## src/rtl/emif_shim_cmd_split.sv

```systemverilog
// emif_shim_cmd_split
//
// Splits one read/write command of up to 2^P_LEN_W beats into a run of
// sub-commands. Each sub-command is at most P_MAX_BURST beats and never
// crosses a P_BOUNDARY-byte address boundary. Output goes to the skid stage
// in front of the EMIF.
//
// Ports:
//   clk, rst_n          clock, asynchronous active-low reset
//   in_valid/in_ready   parent command handshake (accepted only when idle)
//   in_addr             start byte address; sub-beat bits are ignored
//   in_len              parent length, beats-1
//   in_write            1 = write, 0 = read
//   out_valid/out_ready sub-command handshake
//   out_addr            beat-aligned sub-command address
//   out_len             sub-command length, beats-1
//   out_write           write flag of the parent
//   out_last            final sub-command of the parent
//   busy                a parent command is being split
//
// Every output comes straight from a flop, so there is no combinational path
// from in_* or out_ready to any output.

module emif_shim_cmd_split #(
   parameter int unsigned P_ADDR_W         = 32,
   parameter int unsigned P_LEN_W          = 8,
   parameter int unsigned P_MAX_BURST      = 16,
   parameter int unsigned P_BYTES_PER_BEAT = 64,
   parameter int unsigned P_BOUNDARY       = 4096
) (
   input  logic                           clk,
   input  logic                           rst_n,

   input  logic                           in_valid,
   input  logic [P_ADDR_W-1:0]            in_addr,
   input  logic [P_LEN_W-1:0]             in_len,
   input  logic                           in_write,
   output logic                           in_ready,

   output logic                           out_valid,
   output logic [P_ADDR_W-1:0]            out_addr,
   output logic [$clog2(P_MAX_BURST)-1:0] out_len,
   output logic                           out_write,
   output logic                           out_last,
   input  logic                           out_ready,

   output logic                           busy
);

   localparam int unsigned LenOutW = $clog2(P_MAX_BURST);
   localparam int unsigned BeatW   = $clog2(P_BYTES_PER_BEAT);
   // Remaining beats reach in_len+1, which needs one bit more than in_len.
   localparam int unsigned RemW    = P_LEN_W + 1;
   // Working width for the beat-count minimum; wide enough for every operand.
   localparam int unsigned CntW    = 32;

   localparam logic [P_ADDR_W-1:0] AlignMask = ~P_ADDR_W'(P_BYTES_PER_BEAT - 1);
   localparam logic [P_ADDR_W-1:0] BndMask   = P_ADDR_W'(P_BOUNDARY - 1);

   typedef enum logic [0:0] {
      StIdle,
      StSplit
   } state_e;

   state_e               state_q, state_d;
   // Beats still owed to the parent, including the sub-command on the output.
   logic [RemW-1:0]      rem_q, rem_d;
   logic [P_ADDR_W-1:0]  out_addr_q, out_addr_d;
   logic [LenOutW-1:0]   out_len_q, out_len_d;
   logic                 out_write_q, out_write_d;
   logic                 out_last_q, out_last_d;

   // Source of the sub-command being loaded next.
   logic                 load;
   logic [P_ADDR_W-1:0]  src_addr;
   logic [RemW-1:0]      src_rem;

   logic [RemW-1:0]      cur_beats;
   logic [P_ADDR_W-1:0]  next_addr;
   logic [CntW-1:0]      bnd_room;
   logic [CntW-1:0]      beats;

   // Beats and byte stride of the sub-command currently presented.
   always_comb begin
      cur_beats = RemW'(out_len_q) + RemW'(1);
      // Natural P_ADDR_W-bit overflow gives the required wrap to 0.
      next_addr = out_addr_q + ((P_ADDR_W'(out_len_q) + P_ADDR_W'(1)) << BeatW);
   end

   always_comb begin
      state_d     = state_q;
      rem_d       = rem_q;
      out_addr_d  = out_addr_q;
      out_len_d   = out_len_q;
      out_write_d = out_write_q;
      out_last_d  = out_last_q;

      load     = 1'b0;
      src_addr = out_addr_q;
      src_rem  = rem_q;

      unique case (state_q)
         StIdle: begin
            if (in_valid) begin
               load        = 1'b1;
               src_addr    = in_addr & AlignMask;
               src_rem     = RemW'(in_len) + RemW'(1);
               out_write_d = in_write;
               state_d     = StSplit;
            end
         end
         StSplit: begin
            if (out_ready) begin
               if (out_last_q) begin
                  state_d = StIdle;
                  rem_d   = '0;
               end else begin
                  load     = 1'b1;
                  src_addr = next_addr;
                  src_rem  = rem_q - cur_beats;
               end
            end
         end
         default: state_d = StIdle;
      endcase

      // beats = min(remaining, max burst, beats left before the boundary).
      // bnd_room is always >= 1 because the address is beat-aligned.
      bnd_room = (CntW'(P_BOUNDARY) - CntW'(src_addr & BndMask)) >> BeatW;
      beats    = CntW'(src_rem);
      if (beats > CntW'(P_MAX_BURST)) begin
         beats = CntW'(P_MAX_BURST);
      end
      if (beats > bnd_room) begin
         beats = bnd_room;
      end

      if (load) begin
         rem_d      = src_rem;
         out_addr_d = src_addr;
         out_len_d  = LenOutW'(beats - CntW'(1));
         out_last_d = (beats == CntW'(src_rem));
      end
   end

   always_ff @(posedge clk or negedge rst_n) begin
      if (!rst_n) begin
         state_q     <= StIdle;
         rem_q       <= '0;
         out_addr_q  <= '0;
         out_len_q   <= '0;
         out_write_q <= 1'b0;
         out_last_q  <= 1'b0;
      end else begin
         state_q     <= state_d;
         rem_q       <= rem_d;
         out_addr_q  <= out_addr_d;
         out_len_q   <= out_len_d;
         out_write_q <= out_write_d;
         out_last_q  <= out_last_d;
      end
   end

   // The output is valid for the whole time a parent is being split, so the
   // handshake flags decode directly from the state flop.
   assign in_ready  = (state_q == StIdle);
   assign busy      = (state_q == StSplit);
   assign out_valid = (state_q == StSplit);
   assign out_addr  = out_addr_q;
   assign out_len   = out_len_q;
   assign out_write = out_write_q;
   assign out_last  = out_last_q;

endmodule

```

## config.mk

```make
export PLATFORM = sky130hd
export DESIGN_NAME = emif_shim_cmd_split
export DESIGN_NICKNAME = d
export VERILOG_FILES = /design/src/rtl/emif_shim_cmd_split.sv
export SDC_FILE = /design/constraint.sdc
export NUM_CORES = 1
export LEC_CHECK = 0
export CAP_MARGIN = 20
export CORE_AREA = 2 2 89 91
export CTS_CLUSTER_DIAMETER = 30
export CTS_CLUSTER_SIZE = 25
export DETAILED_ROUTE_END_ITERATION = 10
export DIE_AREA = 0 0 91 93
export GPL_TIMING_DRIVEN = 0
export HOLD_SLACK_MARGIN = 0.02
export PLACE_DENSITY = 0.8
export SETUP_SLACK_MARGIN = 0.3
export SYNTH_ARGS = -nofsm -noshare
export SYNTH_HDL_FRONTEND = slang
export SYNTH_SLANG_ARGS = --single-unit
```

## constraint.sdc

```tcl
create_clock -name clk -period 6.32 [get_ports clk]
set_clock_uncertainty 0.1 [all_clocks]
set_input_delay 1.264 -clock clk [delete_from_list [all_inputs] [get_ports clk]]
set_output_delay 1.264 -clock clk [all_outputs]
set_load 0.02 [all_outputs]
```

* Yosys cells after proc, flatten, opt, wreduce, memory -nomap -nowiden
Cells that the tools add are included.
Storage, ports and cells: register bits after elaboration 48, bits of input ports 45, output and inout bits 41, word-level logic and storage cells 47
Cells by class: $add $sub $neg 7, order comparisons 2, equality and inequality tests 4, multiplexer cells 20, bitwise operators 1, reductions and logical operators 6
Operators by type and width (count):
- 2-to-1 mux 32 bit | 3
- 2-to-1 mux 9 bit | 8
- one-hot mux 32 bit (2 select lines) | 1
- adder 32 x 11 -> 32 bit | 1
- equality test 32 x 9 -> 1 bit | 1
- greater-than comparator 32 x 26 -> 1 bit | 1
- 2-to-1 mux 26 bit | 1
- one-hot mux 9 bit (2 select lines) | 1
- subtractor 13 x 12 -> 14 bit (first input constant) | 1
- adder 4 x 1 -> 5 bit (second input constant) | 2
- adder 8 x 1 -> 9 bit (second input constant) | 1
- greater-than comparator 9 x 5 -> 1 bit (second input constant) | 1
- subtractor 9 x 5 -> 9 bit | 1
- != test 2 bit (second input constant) | 3
- nonzero test 2 bit | 3
- 2-to-1 mux 1 bit | 4
- one-hot mux 1 bit (2 select lines) | 2
- AND reduction 4 bit | 1
- subtractor 4 x 1 -> 4 bit (second input constant) | 1
- AND reduction 3 bit | 1
- AND reduction 2 bit | 1
- inverter 1 bit | 1

* Depth between registers and ports, before layout
Gate-level depths: netlist of the first run.
depth in word-level cells 10, mapped depth 22, gate-level depth less buffers 21

* Worst setup path after synthesis of the first run
Ideal clock, no wire load.
path type input-to-reg, from in out_ready, to reg out_last_q, in the netlist out_last, data arrival time 5.383 ns, path slack 0.734 ns, stages on the path 18, cell sequence buf_4 > or4b_4 > or4_4 > o211ai_2 > o311ai_2 > nor4_4 > nand2_4 > or2_2 > ha_1 > nor2b_1 > o21ai_0 > nand2b_1 > a31oi_1 > or2_2 > buf_1 > or4b_1 > o211a_1 > o41ai_2
Between the ends: cells in the longest elaborated chain, start to end 7, elaborated cells on any way between the ends 12, those cells by class add/sub (1); order compare (2); eq/ne (1); mux (8)
Ends and longest elaborated chain:
- start: declaration | line 45 | input logic out_ready,
- 2-to-1 mux 9 bit | line 113 | if (out_ready) begin
- one-hot mux 9 bit (2 select lines) | line 102 | unique case (state_q)
- greater-than comparator 9 x 5 -> 1 bit | line 131 | if (beats > CntW'(P_MAX_BURST)) begin
- 2-to-1 mux 9 bit | line 131
- greater-than comparator 32 x 26 -> 1 bit | line 134 | if (beats > bnd_room) begin
- 2-to-1 mux 26 bit | line 134
- equality test 32 x 9 -> 1 bit | line 142 | out_last_d = (beats == CntW'(src_rem));
- end signal: assignment | line 160 | out_last_q <= out_last_d;
- end: declaration | line 71 | logic out_last_q, out_last_d;
Parallel ways exist; a longest one is shown, timed or not. The select of a mux whose other input is x is not followed. A chain may end at the register's enable or synchronous reset.

* Worst setup path after layout of the first run
from in in_len[2], to reg out_last_q, in the netlist out_last
Between the ends: cells in the longest elaborated chain, start to end 8
Ends and longest elaborated chain:
- start: declaration | line 36 | input logic [P_LEN_W-1:0] in_len,
- adder 8 x 1 -> 9 bit * | line 107 | src_rem = RemW'(in_len) + RemW'(1);
- 2-to-1 mux 9 bit * | line 104 | if (in_valid) begin
- one-hot mux 9 bit (2 select lines) * | line 102
- greater-than comparator 9 x 5 -> 1 bit | line 131
- 2-to-1 mux 9 bit | line 131
- greater-than comparator 32 x 26 -> 1 bit | line 134
- 2-to-1 mux 26 bit | line 134
- equality test 32 x 9 -> 1 bit * | line 142
Every way passes the cells marked *; elsewhere a longest branch is shown, timed or not.

==> impl_metrics.csv, run 1 <==
group,metric,value,unit
run_status,run_status,"finished, final reports clean",
sta,final_worst_path_period_share,0.904,
logic_synthesis,ys_ff_latch,48,
setup_path,worst_ep_arrival,5.83,ns
floorplan,initial_core_utilization,0.494,
logic_synthesis,syn_area,0.00372,sq mm
floorplan,coreArea,0.00753,sq mm
drt,route.final.wire_length,11.0,mm
floorplan,fp-row-count,32,
final_layout,final_cell_count_no_fill,622,
sta,grt_setup_unrepaired,"no",
floorplan,fp.dieW,91,microns
drt,drt_first_pass_iters,5,
setup_path,timing.critical_path.to_type,"flip-flop",
place,io_buffers,77,
cts,clock_tree.buffer_depth,2,
logic_synthesis,synthDominantAreaCellType,"dfrtp_1",
setup_path,path_cells,"clkdlybuf4s50_1 -> nand4_1 -> o21a_1 -> o21ai_0 -> o311ai_2 -> nor4_4 -> nand2_4 -> or2_2 -> ha_1 -> nor2b_1 -> o21ai_0 -> nand2b_1 -> a31oi_1 -> or2_2 -> buf_1 -> or4b_1 -> o211a_1 -> o41ai_2",
global_routing,grt_max_degree,32,
global_routing,antenna_found_initial,0,
setup_path,cp_data_required_time,6.43,ns
cts,clock_insertion_delay_worst_skew,0.32,ns
power_and_ir_drop,seq_power_share,0.210,
sta,timing_hold_violations_final,0,
floorplan,die_area,0.00846,sq mm
cts,postCtsSetupBuffers,0,
drt,remaining_drc_errors,0,
power_and_ir_drop,power-per-cell-area,603,mW/mm^2
logic_synthesis,yosys.cell_count.top_type,"nand2_1",
logic_synthesis,synth.top_cells.by_count,"nand2_1 (58), dfrtp_1 (48), o21ai_0 (30), nor2_1 (29), ha_1 (19)",
logic_synthesis,async_reset_ff_frac,1.00,
logic_synthesis,post-synth-top-area-fraction,0.323,
logic_synthesis,dominantRegCellSynth,"dfrtp_1",
cts,cts_root_buffer,"clkbuf_8",
final_layout,diodes,0,
power_and_ir_drop,fraction_of_power_spent_switching_nets,0.503,
sta,period_minus_slack,5.72,ns
place,detailedPlacementHpwl,8.32,mm
final_layout,final_layout_size_suffix_gt1_frac,0.0635,
setup_path,critical_path.top_delay_family,"simple AND/OR/NAND/NOR gates",
global_routing,track_usage,0.259,
power_and_ir_drop,power_leakage,0.00208,uW
logic_synthesis,synth_seq_area_share,0.323,
setup_path,worst-path-buf-inv,2,
setup_path,critPathSlowestCell,"clkdlybuf4s50_1",
power_and_ir_drop,power.combinational.fraction,0.706,
logic_synthesis,ys_types,73,
worst_hold_path,holdCritPathClass,"reg -> reg",
drt,detailroute.via_count,3813,
power_and_ir_drop,switching_power,1440,uW
power_and_ir_drop,clk_network_pwr_share,0.084,
drt,routed_vias_inst,6.13,
sta,report.final.slew_viol_count,0,
setup_path,criticalPathCategory,"in -> reg",
final_layout,synthToLayoutAreaGrowth,27.8,%
setup_path,setup.worst_path.start_class,"primary input",
drt,post_drt_antenna_nets,0,
place,placedInstanceArea,0.00464,sq mm
sta,timing.slew.headroom,0.351,
global_routing,first_global_vias,3710,
power_and_ir_drop,ir_worst_vdd,0.000218,V
cts,post_cts_resize_count,0,
sta,totalNegativeSetupSlack,0,ns
sta,setup_viol_count_final,0,
cts,clkSlewWorstSetupHoldPaths,0.11,ns
place,placedCellCount,614,
cts,cts_hold_buffers,0,
place,globalplace.congestion,0.862,
final_layout,final_design_area_no_fill,0.00475,sq mm
cts,tritoncts,"done",
logic_synthesis,synth_cells,433,
sta,max_fclk,0.175,GHz
sta,final.setup.worst_slack,0.605,ns
logic_synthesis,synth_area_leaders,"dfrtp_1 (32%), ha_1 (6.4%), nand2_1 (5.9%)",
setup_path,timing.critical_path.fanout_max,10,
global_routing,grt_overflow,0,
global_routing,grt_first_pass_wirelength,17.8,mm
floorplan,io-pin-count,86,
cts,clock_tree.htree_level_count,2,
logic_synthesis,syn_avg_cell_area,8.59,sq um
sta,tightestPinTransition,0.949,ns
drt,drtIter0Drc,365,
place,pre_cts_slack,0.323,ns
logic_synthesis,synth_enable_flop_cells,0,
final_layout,final_net_count,585,
power_and_ir_drop,internal_power,1420,uW
cts,number_of_buffers_created_by_cts,5,
logic_synthesis,yosysWarningCount,0,
floorplan,dieHeight,93,microns
setup_path,timing.critical_path.slowest_cell_delay,0.56,ns
cts,clock_sink_count,48,
drt,post_drt_wl_per_cell,17.7,microns
run,cap_violations,0,
==> metrics by stage <==
stage	total power (uW)	hold WS [ns]	utilization
2_1_floorplan	2000	0.386	-
3_3_place_gp	2520	0.364	0.614
3_5_place_dp	2590	0.374	0.616
4_1_cts	2840	0.403	0.631
5_1_grt	3080	0.439	0.631
6_report	2870	0.397	0.631
==> layout make-up <==
type	instances	area, sq um
Buffer	19	81.3
Clock buffer	5	68.8
Clock inverter	3	46.3
Fill cell	694	2780
Inverter	17	63.8
Multi-Input combinational cell	350	2380
Sequential cell	48	1200
Tap cell	102	128
Timing Repair Buffer	78	786
==> final timing paths <==
kind	start	endpoint	slack, ns	cells past startpoint
max	in_len[2]	out_last$_DFFE_PN0N_	0.60	18
min	out_write$_DFFE_PN0P_	out_write$_DFFE_PN0P_	0.40	2
max reg2reg	out_len[3]$_DFFE_PN0N_	out_last$_DFFE_PN0N_	0.96	19
min reg2reg	out_write$_DFFE_PN0P_	out_write$_DFFE_PN0P_	0.40	2
max in group asynchronous	rst_n	out_addr[21]$_DFFE_PN0P_	4.79	2
min in group asynchronous	rst_n	rem_q[6]$_DFFE_PN0P_	0.80	1
==> layer usage <==
metal | wire length (microns) | vias up | track usage
li1 | - | 1765 | -
met1 | 4500 | 1847 | 0.322
met2 | 5530 | 178 | 0.452
met3 | 746 | 23 | 0.0443
met4 | 219 | 0 | 0.0934
met5 | 0 | - | 0
==> power by group through the flow <==
stage | Sequential [uW] | Combinational (uW) | Clock, uW
floorplan | 663 | 1330 | 0
global placement | 593 | 1920 | 0
detailed placement | 598 | 2000 | 0
CTS | 595 | 2000 | 239
global route | 618 | 2210 | 253
finish | 603 | 2020 | 240
==> layout by cell type (no fill, tap or decap), types with 4 or more instances in the layout <==
cell and instances:
and3_1 7, and2_1 9, o21ai_0 30, xnor2_1 11, nor2_1 29, xor2_1 13
inv_1 17, clkbuf_1 13, nand3_1 17, nand4_1 5, dfrtp_1 48, clkdlybuf4s50_1 76
or3_1 6, nand2_1 58, a21o_1 5, a211oi_1 9, and3b_1 5, nor2b_1 4
clkbuf_8 5, o211a_1 5, ha_1 19, a31oi_1 6, a221o_1 7, a22o_1 7
a21oi_1 18, nor3_1 7
==> worst register-to-register path, stage by stage, from the launching register on <==
cell and delay (ns):
dfrtp_1 0.44, inv_1 0.09, ha_1 0.22, or4b_4 0.50, or4_4 0.45, o211ai_2 0.17
o311ai_2 0.19, nor4_4 0.50, nand2_4 0.11, or2_2 0.31, ha_1 0.19, nor2b_1 0.10
o21ai_0 0.07, nand2b_1 0.07, a31oi_1 0.11, or2_2 0.31, buf_1 0.21, or4b_1 0.55
o211a_1 0.24, o41ai_2 0.33
==> cell families (layout without fill, tap and decap cells) <==
family | count (synthesis) | after routing | share of synthesized area
and+or+nand+nor | 174 | 174 | 0.246
xor gates and xnor gates | 24 | 24 | 0.0565
buffers and inverters | 36 | 122 | 0.0390
DFF | 48 | 48 | 0.323
other | 1 | 2 | 0.00101
adders and majority gates | 21 | 21 | 0.0747
AOI/OAI and AO/OA | 123 | 123 | 0.241
muxes | 6 | 6 | 0.0182
==> registers in the layout, indices dropped and copies added (netlist names) <==
register and count:
out_addr 32, rem_q 9, out_len 4, busy 1, out_last 1, out_write 1
(Power assumes the default switching activity.)
==> run 2: changes to the inputs <==
--- a/config.mk
+++ b/config.mk
@@ -14,7 +14,9 @@
 export GPL_TIMING_DRIVEN = 0
 export HOLD_SLACK_MARGIN = 0.02
 export PLACE_DENSITY = 0.8
+export RECOVER_POWER = 100
 export SETUP_SLACK_MARGIN = 0.3
+export SKIP_CTS_REPAIR_TIMING = 1
 export SYNTH_ARGS = -nofsm -noshare
 export SYNTH_HDL_FRONTEND = slang
 export SYNTH_SLANG_ARGS = --single-unit
==> run 2 against run 1 <==
- the flow now finishes with violations (max-capacitance violations, max-slew violations)
- critical path depth unchanged
- maximum frequency decreased by 1.9%
- hold slack got worse by 0.0060 ns
- global-route usage unchanged
- flip-flop and latch count unchanged
- cell count unchanged
- via count decreased by 0.16%
- largest cell class unchanged
- largest power group unchanged
- core utilization decreased by 0.50 points
- critical endpoint unchanged
- worst setup slack got worse by 0.11 ns
- clock-buffer cell count unchanged
- design area decreased by 0.79%
- sequential share of layout area increased by 0.20 points
==> impl_metrics.csv, run 2 (synthesized netlist as in run 1, its figures left out) <==
group,metric,value,unit
run_status,run_status,"complete, but fails checks",
run_status,violations,"max-capacitance violations, max-slew violations",
place,pre_cts_slack,0.323,ns
cts,clock_insertion_delay_worst_skew,0.32,ns
drt,routed_vias_inst,6.12,
final_layout,final_net_count,585,
global_routing,antenna_found_initial,0,
setup_path,cp_data_required_time,6.41,ns
final_layout,nFillCells,702,
floorplan,fp.dieW,91,microns
final_layout,diodes,0,
floorplan,fp-row-count,32,
sta,final_worst_path_period_share,0.922,
floorplan,initial_core_utilization,0.494,
setup_path,setup.worst_path.start_class,"primary input",
global_routing,track_usage,0.259,
sta,period_minus_slack,5.83,ns
cts,tritoncts,"done",
final_layout,most_common_cell_after_layout_fill_and_taps_aside,"nand2_1",
place,globalplace.congestion,0.862,
sta,report.final.slew_viol_count,32,
final_layout,area_of_combinational_cells_with_multiple_inputs,0.00236,sq mm
run,cap_violations,1,
drt,drtIter0Drc,288,
floorplan,dieHeight,93,microns
place,io_buffers,77,
cts,number_of_buffers_created_by_cts,5,
setup_path,timing.critical_path.fanout_max,10,
place,detailedPlacementHpwl,8.32,mm
global_routing,grt_first_pass_wirelength,17.8,mm
setup_path,timing.critical_path.to_type,"flip-flop",
sta,timing_hold_violations_final,0,
sta,timing.slew.headroom,-0.163,
setup_path,worst_ep_arrival,5.92,ns
drt,post_drt_wl_per_cell,17.7,microns
power_and_ir_drop,ir_worst_vdd,0.000211,V
floorplan,io-pin-count,86,
drt,drt_first_pass_iters,5,
drt,remaining_drc_errors,0,
power_and_ir_drop,power-per-cell-area,596,mW/mm^2
setup_path,criticalPathCategory,"in -> reg",
sta,grt_setup_unrepaired,"no",
sta,tightestPinTransition,1.74,ns
cts,clock_sink_count,48,
cts,clock_tree.htree_level_count,2,
drt,route.final.wire_length,11.0,mm
global_routing,grt_max_degree,32,
sta,max_fclk,0.172,GHz
drt,post_drt_antenna_nets,0,
cts,clkSlewWorstSetupHoldPaths,0.11,ns
final_layout,final_layout_size_suffix_gt1_frac,0.0519,
sta,totalNegativeSetupSlack,0,ns
final_layout,mostFrequentLayoutCells,"nand2_1 (58), dfrtp_1 (48), dlygate4sd3_1 (42)",
power_and_ir_drop,power_leakage,0.00213,uW
final_layout,seqCellArea,0.00120,sq mm
cts,cts_root_buffer,"clkbuf_8",
final_layout,largest_register_ffs,32,
floorplan,die_area,0.00846,sq mm
cts,clock_tree.buffer_depth,2,
final_layout,synthToLayoutAreaGrowth,26.7,%
final_layout,finalCoreUtilization,0.626,
global_routing,grt_overflow,0,
sta,setup_viol_count_final,0,
worst_hold_path,holdCritPathClass,"reg -> reg",
sta,final.setup.worst_slack,0.493,ns
floorplan,coreArea,0.00753,sq mm
global_routing,first_global_vias,3710,
drt,detailroute.via_count,3807,
[run 2: changes by cell type in the layout (fill, tap and decap cells not counted), sizes merged]
cell / before / now
clkdlybuf4s50: 76 / 34
dlygate4sd3: 0 / 42
clkbuf: 18 / 22
buf: 8 / 4
[run 2: stage by stage]
step / hold slack (ns) / std cells / cell area (sq um) / total power (uW)
5_1_grt: 0.442 / 622 / 4710 / 3020
6_report: 0.391 / 622 / 4710 / 2810
4_1_cts: 0.403 / 622 / 4750 / 2840
3_3_place_gp: 0.364 / 613 / 4620 / 2520
2_1_floorplan: 0.386 / 434 / 3720 / 2000
3_5_place_dp: 0.374 / 614 / 4640 / 2590
[run 2: critical path: stages]
cell and delay, ns:
dlygate4sd3_1 0.63, ha_1 0.28, nand3_1 0.11, xor2_1 0.20, a211oi_1 0.11, a21oi_1 0.66
nand2_4 0.12, or2_2 0.32, ha_1 0.19, nor2b_1 0.10, o21ai_0 0.08, nand2b_1 0.07
a31oi_1 0.12, or2_2 0.31, clkbuf_1 0.21, or4b_1 0.55, o211a_1 0.23, o41ai_1 0.37
[run 2: area by class of cell]
class / instances / share of cell area
Buffer: 19 / 0.0170
Clock buffer: 5 / 0.0146
Clock inverter: 3 / 0.00982
Inverter: 17 / 0.0135
Multi-Input combinational cell: 350 / 0.500
Sequential cell: 48 / 0.255
Tap cell: 102 / 0.0271
Timing Repair Buffer: 78 / 0.163
[run 2: final timing paths]
path | cells past startpoint | startpoint | endpoint | slack [ns]
max | 18 | in_len[0] | out_last$_DFFE_PN0N_ | 0.49
min | 2 | out_write$_DFFE_PN0P_ | out_write$_DFFE_PN0P_ | 0.39
max reg2reg | 19 | out_len[3]$_DFFE_PN0N_ | out_last$_DFFE_PN0N_ | 0.89
min reg2reg | 2 | out_write$_DFFE_PN0P_ | out_write$_DFFE_PN0P_ | 0.39
max in group asynchronous | 2 | rst_n | out_addr[18]$_DFFE_PN0P_ | 2.95
min in group asynchronous | 1 | rst_n | rem_q[6]$_DFFE_PN0P_ | 1.01
[run 2: per-layer routing]
| layer | track usage | vias up | wire length [microns] | share of wire |
|---|---|---|---|---|
| met1 | 0.322 | 1826 | 4460 | 0.40 |
| met5 | 0 | - | 0 | 0 |
| met2 | 0.452 | 185 | 5480 | 0.50 |
| met3 | 0.0443 | 30 | 788 | 0.071 |
| li1 | - | 1766 | - | - |
| met4 | 0.0934 | 0 | 291 | 0.026 |
[run 2: report_power, final]
| part | leakage (uW) | total (uW) | internal [uW] | switching, uW |
|---|---|---|---|---|
| combinational | 0.00146 | 1970 | 834 | 1140 |
| sequential | 0.000616 | 598 | 429 | 169 |
| clock | 0.0000548 | 238 | 119 | 119 |
| total | 0.00213 | 2810 | 1380 | 1430 |
